--- config.mk ---
export PLATFORM = sky130hd
export DESIGN_NAME = pc_fetch_unit
export DESIGN_NICKNAME = d
export VERILOG_FILES = /design/src/rtl/cpu_pkg.sv /design/src/rtl/pc_fetch_unit.sv
export SDC_FILE = /design/constraint.sdc
export NUM_CORES = 1
export LEC_CHECK = 0
export ABC_AREA = 1
export BUFFER_PORTS_ARGS = -buffer_cell sky130_fd_sc_hd__clkbuf_2
export CAP_MARGIN = 5
export CORE_MARGIN = 10
export CORE_UTILIZATION = 44
export DETAILED_ROUTE_END_ITERATION = 6
export PLACE_DENSITY = 0.8
export SYNTH_ARGS = -nofsm -noshare
export SYNTH_HDL_FRONTEND = slang
export SYNTH_SLANG_ARGS = --single-unit
export TNS_END_PERCENT = 20
--- constraint.sdc ---
create_clock -name clk -period 1.38 [get_ports clk]
set_clock_uncertainty 0.05 [all_clocks]
set_input_delay 0.069 -clock clk [delete_from_list [all_inputs] [get_ports clk]]
set_output_delay 0.069 -clock clk [all_outputs]
set_load 0.01 [all_outputs]
--- src/rtl/cpu_pkg.sv ---
// cpu_pkg: shared definitions for the 16-bit datapath.
//   pc_state_t           - fetch sequencer states (2 bits)
//   PC_INCR              - sequential PC increment (bytes per instruction)
//   RESET_VECTOR_DEFAULT - default PC value after reset
package cpu_pkg;

  typedef enum logic [1:0] {
    IDLE  = 2'd0,
    FETCH = 2'd1,
    READY = 2'd2,
    HALT  = 2'd3
  } pc_state_t;

  localparam int unsigned PC_INCR              = 2;
  localparam logic [15:0] RESET_VECTOR_DEFAULT = 16'h0000;

endpackage

--- src/rtl/pc_fetch_unit.sv ---
// pc_fetch_unit: program-counter register and instruction-fetch sequencer.
// Issues one instruction-memory request per PC value and holds the PC until
// the control unit accepts the fetched instruction with `load`.
//
// Ports:
//   clk, rst_n   - clock (rising edge), asynchronous active-low reset
//   next_pc      - next-PC value from the external mux2to1
//   load         - accept current instruction, advance PC to next_pc
//   halt_req     - stop fetching (level, sampled in READY)
//   imem_ack     - instruction memory has data for imem_addr
//   imem_req     - fetch request (FETCH state)
//   imem_addr    - fetch address, always equals pc
//   pc           - current PC register
//   pc_plus2     - pc + 2 (wrapping), feeds mux2to1 input1
//   instr_valid  - fetched instruction available (READY state)
//   halted       - unit is in HALT
//   misaligned   - sticky misaligned-load flag
//
// Build option: define PC_ALIGN_CHECK_EN to halt (and set `misaligned`) on a
// load of an odd next_pc. Without it, bit 0 of next_pc is cleared and
// `misaligned` is tied low.
module pc_fetch_unit
  import cpu_pkg::*;
#(
  parameter int unsigned     SIZE         = 16,
  parameter logic [SIZE-1:0] RESET_VECTOR = SIZE'(RESET_VECTOR_DEFAULT)
) (
  input  logic            clk,
  input  logic            rst_n,
  input  logic [SIZE-1:0] next_pc,
  input  logic            load,
  input  logic            halt_req,
  input  logic            imem_ack,
  output logic            imem_req,
  output logic [SIZE-1:0] imem_addr,
  output logic [SIZE-1:0] pc,
  output logic [SIZE-1:0] pc_plus2,
  output logic            instr_valid,
  output logic            halted,
  output logic            misaligned
);

  pc_state_t       state_reg, state_next;
  logic [SIZE-1:0] pc_reg, pc_next;

`ifdef PC_ALIGN_CHECK_EN
  logic misaligned_reg, misaligned_next;
`endif

  // State and PC registers
  always_ff @(posedge clk or negedge rst_n) begin
    if (!rst_n) begin
      state_reg <= IDLE;
      pc_reg    <= RESET_VECTOR;
    end else begin
      state_reg <= state_next;
      pc_reg    <= pc_next;
    end
  end

`ifdef PC_ALIGN_CHECK_EN
  always_ff @(posedge clk or negedge rst_n) begin
    if (!rst_n) begin
      misaligned_reg <= 1'b0;
    end else begin
      misaligned_reg <= misaligned_next;
    end
  end
  assign misaligned = misaligned_reg;
`else
  assign misaligned = 1'b0;
`endif

  // Next-state logic; outputs are decoded from the registered state only
  always_comb begin
    state_next  = state_reg;
    pc_next     = pc_reg;
    imem_req    = 1'b0;
    instr_valid = 1'b0;
    halted      = 1'b0;
`ifdef PC_ALIGN_CHECK_EN
    misaligned_next = misaligned_reg;
`endif
    case (state_reg)
      IDLE: begin
        state_next = FETCH;
      end
      FETCH: begin
        imem_req = 1'b1;
        if (imem_ack) begin
          state_next = READY;
        end
      end
      READY: begin
        instr_valid = 1'b1;
        if (halt_req) begin
          state_next = HALT;
        end else if (load) begin
`ifdef PC_ALIGN_CHECK_EN
          if (next_pc[0]) begin
            misaligned_next = 1'b1;
            state_next      = HALT;
          end else begin
            pc_next    = next_pc;
            state_next = FETCH;
          end
`else
          // Force halfword alignment by masking bit 0.
          pc_next    = next_pc & ~{{(SIZE-1){1'b0}}, 1'b1};
          state_next = FETCH;
`endif
        end
      end
      HALT: begin
        halted = 1'b1;
      end
      default: begin
        state_next = IDLE;
      end
    endcase
  end

  assign pc        = pc_reg;
  assign imem_addr = pc_reg;
  assign pc_plus2  = pc_reg + SIZE'(PC_INCR);

endmodule
==> results of run 1 <==
per-stage QoR:
step | area, µm² | setup slack (ps) | cells | util | hold WS, ps
after global routing | 1844 | -298.3 | 276 | 0.6688 | 119.1
after CTS | 1777 | -183.5 | 275 | 0.6443 | 107.4
after detailed placement | 1530 | -34.81 | 252 | 0.5549 | -17.63
final | 1844 | -199.0 | 276 | 0.6688 | 81.43
after floorplan | 1276 | 83.63 | 171 | - | -276.6
after global placement | 1530 | 63.30 | 252 | 0.5549 | -24.02
layout make-up:
type,count,area (µm²),area share
Multi-Input combinational cell,107,671.9,0.3643
Timing Repair Buffer,92,575.6,0.3121
Sequential cell,17,435.4,0.2361
Inverter,25,96.34,0.05224
Tap cell,31,38.79,0.02103
Clock buffer,4,26.28,0.01425
logic make-up after synthesis:
group	synth area share
AO/OA/AOI/OAI	0.07715
buffers and inverters	0.1988
other	0.002965
flip-flops	0.3363
adder cells (fa/ha/maj)	0.05935
XOR/XNOR	0.05440
AND/OR/NAND/NOR	0.2710
per-layer routing:
metal  share of wire  vias to the layer above  routed length [µm]
met1            0.35                      585                1353
li1                -                      653                   -
met4           0.022                        0                  85
met2            0.54                       51                2067
met5               0                        -                   0
met3           0.088                        6                 337
critical path, delay by kind of cell, from the launching register on:
family	cells	cell delay [ps]
simple gates	5	460
flops	1	410
buf+inv	2	290
power groups by stage:
| stage | logic (µW) | clock network, µW | registers (µW) |
|---|---|---|---|
| 6_report | 2580 | 274 | 1170 |
| 3_3_place_gp | 2260 | 0 | 1120 |
| 2_1_floorplan | 1410 | 0 | 1210 |
| 5_1_grt | 2850 | 313 | 1220 |
| 4_1_cts | 2450 | 287 | 1140 |
| 3_5_place_dp | 2310 | 0 | 1130 |
cell usage in the layout, fill, tap and decap left out, types with 5 or more instances in the layout:
cell type,Yosys,layout
clkbuf_2,0,59
nand2_1,32,31
inv_1,24,23
dlygate4sd3_1,0,16
nor2_1,14,12
dfrtp_1,17,9
dfrtp_2,0,8
buf_2,3,8
buf_4,19,8
nand3_1,8,7
a21oi_1,9,7
o21ai_0,9,7
nand2_2,5,6
nor2_4,3,5
final timing paths:
path                               startpoint       endpoint
worst max-delay path             imem_addr[2]   pc_plus2[14]
worst min-delay path                 imem_ack   state_reg[1]
worst max register to register   state_reg[0]   imem_addr[1]
worst min register to register  imem_addr[15]  imem_addr[15]
max in group asynchronous               rst_n   state_reg[1]
min in group asynchronous               rst_n   imem_addr[7]
repair_timing:
item                                    CTS  global route
pin swaps                                 2             5
gates resized for setup                  13            25
hold buffers                             16             0
endpoints found under the setup margin   22            31
setup buffers                             3             1
endpoints found under the hold margin    32             0
==> impl_metrics.env, run 1 <==
export IMPL_initialDrtViolationCount=65
export IMPL_grt_pass1_vias=1314
export IMPL_setup_slack_ps=-199.0
export IMPL_worstSetupEndpointType="primary output"
export IMPL_fillers=228
export IMPL_grt_max_degree=31
export IMPL_drt_pass1_iter_count=4
export IMPL_hpwl_um=2776
export IMPL_syn_avg_cell_area_um2=7.530
export IMPL_ys_warn_count=0
export IMPL_groute_usage_overall=0.1372
export IMPL_via_count=1295
export IMPL_violations="setup timing"
export IMPL_grt_use_met2=0.2405
export IMPL_drc_errors=0
export IMPL_crit_required_ps=1260
export IMPL_grt_busiest_layer="met2"
export IMPL_cts_tree="done"
export IMPL_cts_buffers=3
export IMPL_clk_pin_slew_worst_paths_ps=100
export IMPL_drv_slew=0
export IMPL_use_met3=0.03634
export IMPL_wl_um=3843
export IMPL_synth_cell_types=22
export IMPL_die_y_um=73.62
export IMPL_yosysTopAreaCellShare=0.3363
export IMPL_portBuffers=67
export IMPL_leakagePower_uw=0.001031
export IMPL_die_width_um=73.62
export IMPL_cts_num_sinks=17
export IMPL_ir_worst_vdd_uv=1398
export IMPL_synth_most_common_cell="nand2_1"
export IMPL_min_path_cells=5
export IMPL_finalPower_uw=4023
export IMPL_seqPwrFrac=0.290
export IMPL_r2r_worst_path_cells=6
export IMPL_seq_area_frac_synth=0.3363
export IMPL_hold_viol_final=0
export IMPL_p_sw_frac=0.5047
export IMPL_yosys_top_cells_area="dfrtp_1 (34%), buf_4 (11%), nand2_1 (9.5%), inv_1 (7.1%), ha_1 (5.9%)"
export IMPL_die_area_mm2=0.005420
export IMPL_drive_above_1_share=0.4531
export IMPL_cp_max_fo=4
export IMPL_ys_ff_latch=17
export IMPL_cp_cell_sequence="buf_4 > nand3_4 > nor2_4 > nand3_1 > nand2_1 > nand2_1 > clkbuf_2"
export IMPL_fin_tns_setup_ps=-1748
export IMPL_clock_path_buffers=2
export IMPL_num_rows=19
export IMPL_ys_flop_type="dfrtp_1"
export IMPL_cp_start_kind="flip-flop"
export IMPL_cts_htree_levels=1
export IMPL_p_sw_uw=2030
export IMPL_io_pins=73
export IMPL_min_period_ps=1579
export IMPL_max_stage_delay_ps=410
export IMPL_ant_nets=0
export IMPL_routedWlPerCell_um=13.92
export IMPL_antenna_found_initial=0
export IMPL_finalSetupViolCount=13
export IMPL_crit_arrival_ps=1460
export IMPL_p_int_uw=1992
export IMPL_max_freq_mhz=633.3
export IMPL_synthCells=168
export IMPL_grt_pass1_wl_um=5968
export IMPL_hp_class="in2reg"
export IMPL_grt_use_met1=0.1409
export IMPL_pwr_share_comb=0.642
export IMPL_worstSkewPairLatency_ps=290
export IMPL_fin_crit_sh=1.144
export IMPL_rsz0062_at_grt="true"
export IMPL_gr_total_overflow=0
export IMPL_async_reset_ff_frac=1.000
export IMPL_syn_area_mm2=0.001265
export IMPL_synth_largest_area_cell="dfrtp_1"
export IMPL_pwr_density_cell_mw_per_mm2=2181
export IMPL_reg2reg_setup_slack_ps=70
export IMPL_synth_enable_flop_cells=0
export IMPL_synth_commonest_cells="nand2_1 (32), inv_1 (24), buf_4 (19)"
export IMPL_nNetsFinal=273
export IMPL_avgViaCountPerCell=4.692
export IMPL_cp_slowest_cell="dfrtp_1"
export IMPL_synthToLayoutAreaGrowth_pct=45.80
export IMPL_largest_reg_flops=15
export IMPL_clock_power_share=0.068
export IMPL_insertedDiodeCount=0
export IMPL_drv_cap=0
export IMPL_coreArea_mm2=0.002758
export IMPL_cpMostUsedCell="nand2_1"
export IMPL_status="complete, but fails checks"
export IMPL_critPathKind="reg2out"
export IMPL_cts_root_buf="clkbuf_4"
export IMPL_initial_core_util=0.4587
export IMPL_routabilityCongestion=0.7906
(Power assumes the default switching activity.)
==> run 2, diff against run 1 <==
--- a/config.mk
+++ b/config.mk
@@ -11,7 +11,7 @@
 export CORE_MARGIN = 10
 export CORE_UTILIZATION = 44
 export DETAILED_ROUTE_END_ITERATION = 6
-export PLACE_DENSITY = 0.8
+export PLACE_DENSITY = 0.89
 export SYNTH_ARGS = -nofsm -noshare
 export SYNTH_HDL_FRONTEND = slang
 export SYNTH_SLANG_ARGS = --single-unit
==> impl_metrics.env, run 2 (synthesized netlist as in run 1, its figures left out) <==
export IMPL_die_width_um=73.62
export IMPL_cts_buffers=3
export IMPL_gr_total_overflow=0
export IMPL_grt_pass1_wl_um=5892
export IMPL_initial_core_util=0.4587
export IMPL_avgViaCountPerCell=4.534
export IMPL_hold_viol_final=0
export IMPL_die_y_um=73.62
export IMPL_nNetsFinal=274
export IMPL_crit_arrival_ps=1480
export IMPL_drc_errors=0
export IMPL_final_common_cell="clkbuf_2"
export IMPL_insertedDiodeCount=0
export IMPL_cts_htree_levels=1
export IMPL_p_sw_uw=2038
export IMPL_min_path_cells=5
export IMPL_violations="setup timing"
export IMPL_worstSkewPairLatency_ps=290
export IMPL_num_rows=19
export IMPL_pwr_density_cell_mw_per_mm2=2183
export IMPL_leakagePower_uw=0.001045
export IMPL_coreArea_mm2=0.002758
export IMPL_initialDrtViolationCount=40
export IMPL_grt_pass1_vias=1296
export IMPL_status="complete, but fails checks"
export IMPL_worstSetupEndpointType="primary output"
export IMPL_cp_max_fo=3
export IMPL_setup_slack_ps=-218.1
export IMPL_finalSetupViolCount=13
export IMPL_min_period_ps=1598
export IMPL_wl_um=3730
export IMPL_layoutNonFillerInstCount=277
export IMPL_clock_path_buffers=2
export IMPL_dp_slack_ps=1.698
export IMPL_place_area_mm2=0.001535
export IMPL_cts_num_sinks=17
export IMPL_die_area_mm2=0.005420
export IMPL_seqPwrFrac=0.292
export IMPL_antenna_found_initial=0
export IMPL_portBuffers=67
export IMPL_hold_slack_ps=109.0
export IMPL_groute_usage_overall=0.1354
export IMPL_r2r_worst_path_cells=6
export IMPL_critPathKind="reg2out"
export IMPL_cts_root_buf="clkbuf_4"
export IMPL_ir_worst_vdd_uv=1398
export IMPL_largest_reg_flops=15
export IMPL_routabilityCongestion=0.8614
export IMPL_cts_tree="done"
export IMPL_drv_slew=0
export IMPL_rsz0062_at_grt="true"
export IMPL_pwr_share_comb=0.642
export IMPL_finalPower_uw=4076
export IMPL_ant_nets=0
export IMPL_fin_crit_sh=1.158
export IMPL_max_freq_mhz=625.7
export IMPL_cp_start_kind="flip-flop"
export IMPL_clock_power_share=0.066
export IMPL_drv_cap=0
export IMPL_mostFrequentLayoutCells="clkbuf_2 (60), nand2_1 (30), inv_1 (22), dlygate4sd3_1 (16), nor2_1 (11)"
export IMPL_io_pins=73
export IMPL_p_sw_frac=0.5001
export IMPL_drt_pass1_iter_count=4
export IMPL_clk_pin_slew_worst_paths_ps=100
export IMPL_drive_above_1_share=0.4634
export IMPL_place_detailed_instances=251
export IMPL_hp_class="in2reg"
export IMPL_p_int_uw=2037
export IMPL_synthToLayoutAreaGrowth_pct=47.58
export IMPL_crit_required_ps=1260
export IMPL_grt_max_degree=31
export IMPL_via_count=1256
export IMPL_final_area_mm2=0.001867
export IMPL_routedWlPerCell_um=13.47
export IMPL_hpwl_um=2707
==> run 2: cell count changes in the layout (fill, tap and decap cells not counted), sizes merged <==
cell    before  now
clkbuf      63   64
==> run 2: what timing repair did <==
item / CTS / global route
resized for setup: 17 / 22
pin swaps: 2 / 3
setup endpoints to repair: 16 / 30
hold endpoints to repair: 32 / 0
setup buffers: 6 / 0
hold buffers: 16 / 0
==> run 2: area by class of cell <==
class,count,area [µm²]
clock buffers,4,26.28
inverters,25,96.34
repair buffers,93,589.3
well taps,31,38.79
multi-input cells,107,679.4
fillers,241,890.9
flip-flops and latches,17,436.7
==> run 2: worst paths after layout <==
path                         startpoint            end  slack, ps
max reg2reg                state_reg[0]  imem_addr[12]         70
min                            halt_req   state_reg[1]        110
min reg2reg                state_reg[0]   state_reg[0]        540
min in group asynchronous         rst_n   imem_addr[2]        190
max                        imem_addr[2]   pc_plus2[15]       -220
max in group asynchronous         rst_n   state_reg[0]        760
==> run 2: power groups by stage <==
stage	Sequential [µW]	Combinational, µW	Clock, µW
2_1_floorplan	1210	1410	0
3_3_place_gp	1130	2210	0
3_5_place_dp	1140	2270	0
4_1_cts	1160	2520	275
5_1_grt	1240	2900	297
6_report	1190	2620	269
==> run 2: through the flow <==
stage          TNS [ps]  utilization
4_1_cts           -1635       0.6602
3_5_place_dp          0       0.5567
3_3_place_gp          0       0.5567
5_1_grt           -3021       0.6770
6_report          -2029       0.6770
2_1_floorplan         0            -
==> run 2: routing by layer <==
metal	global-route usage	wire length (µm)	vias up
li1	-	-	653
met1	0.1530	1514	555
met2	0.2263	1831	44
met3	0.05787	350	4
met4	0.03727	33	0
met5	0	0	-
==> run 2: worst max-delay path, stage by stage (launching register included) <==
cell and delay [ps]:
dfrtp_1 430, ha_4 180, nand3_4 100, nor2_4 160
nand3_2 80, nand2_2 70, nand2_2 50, buf_6 110
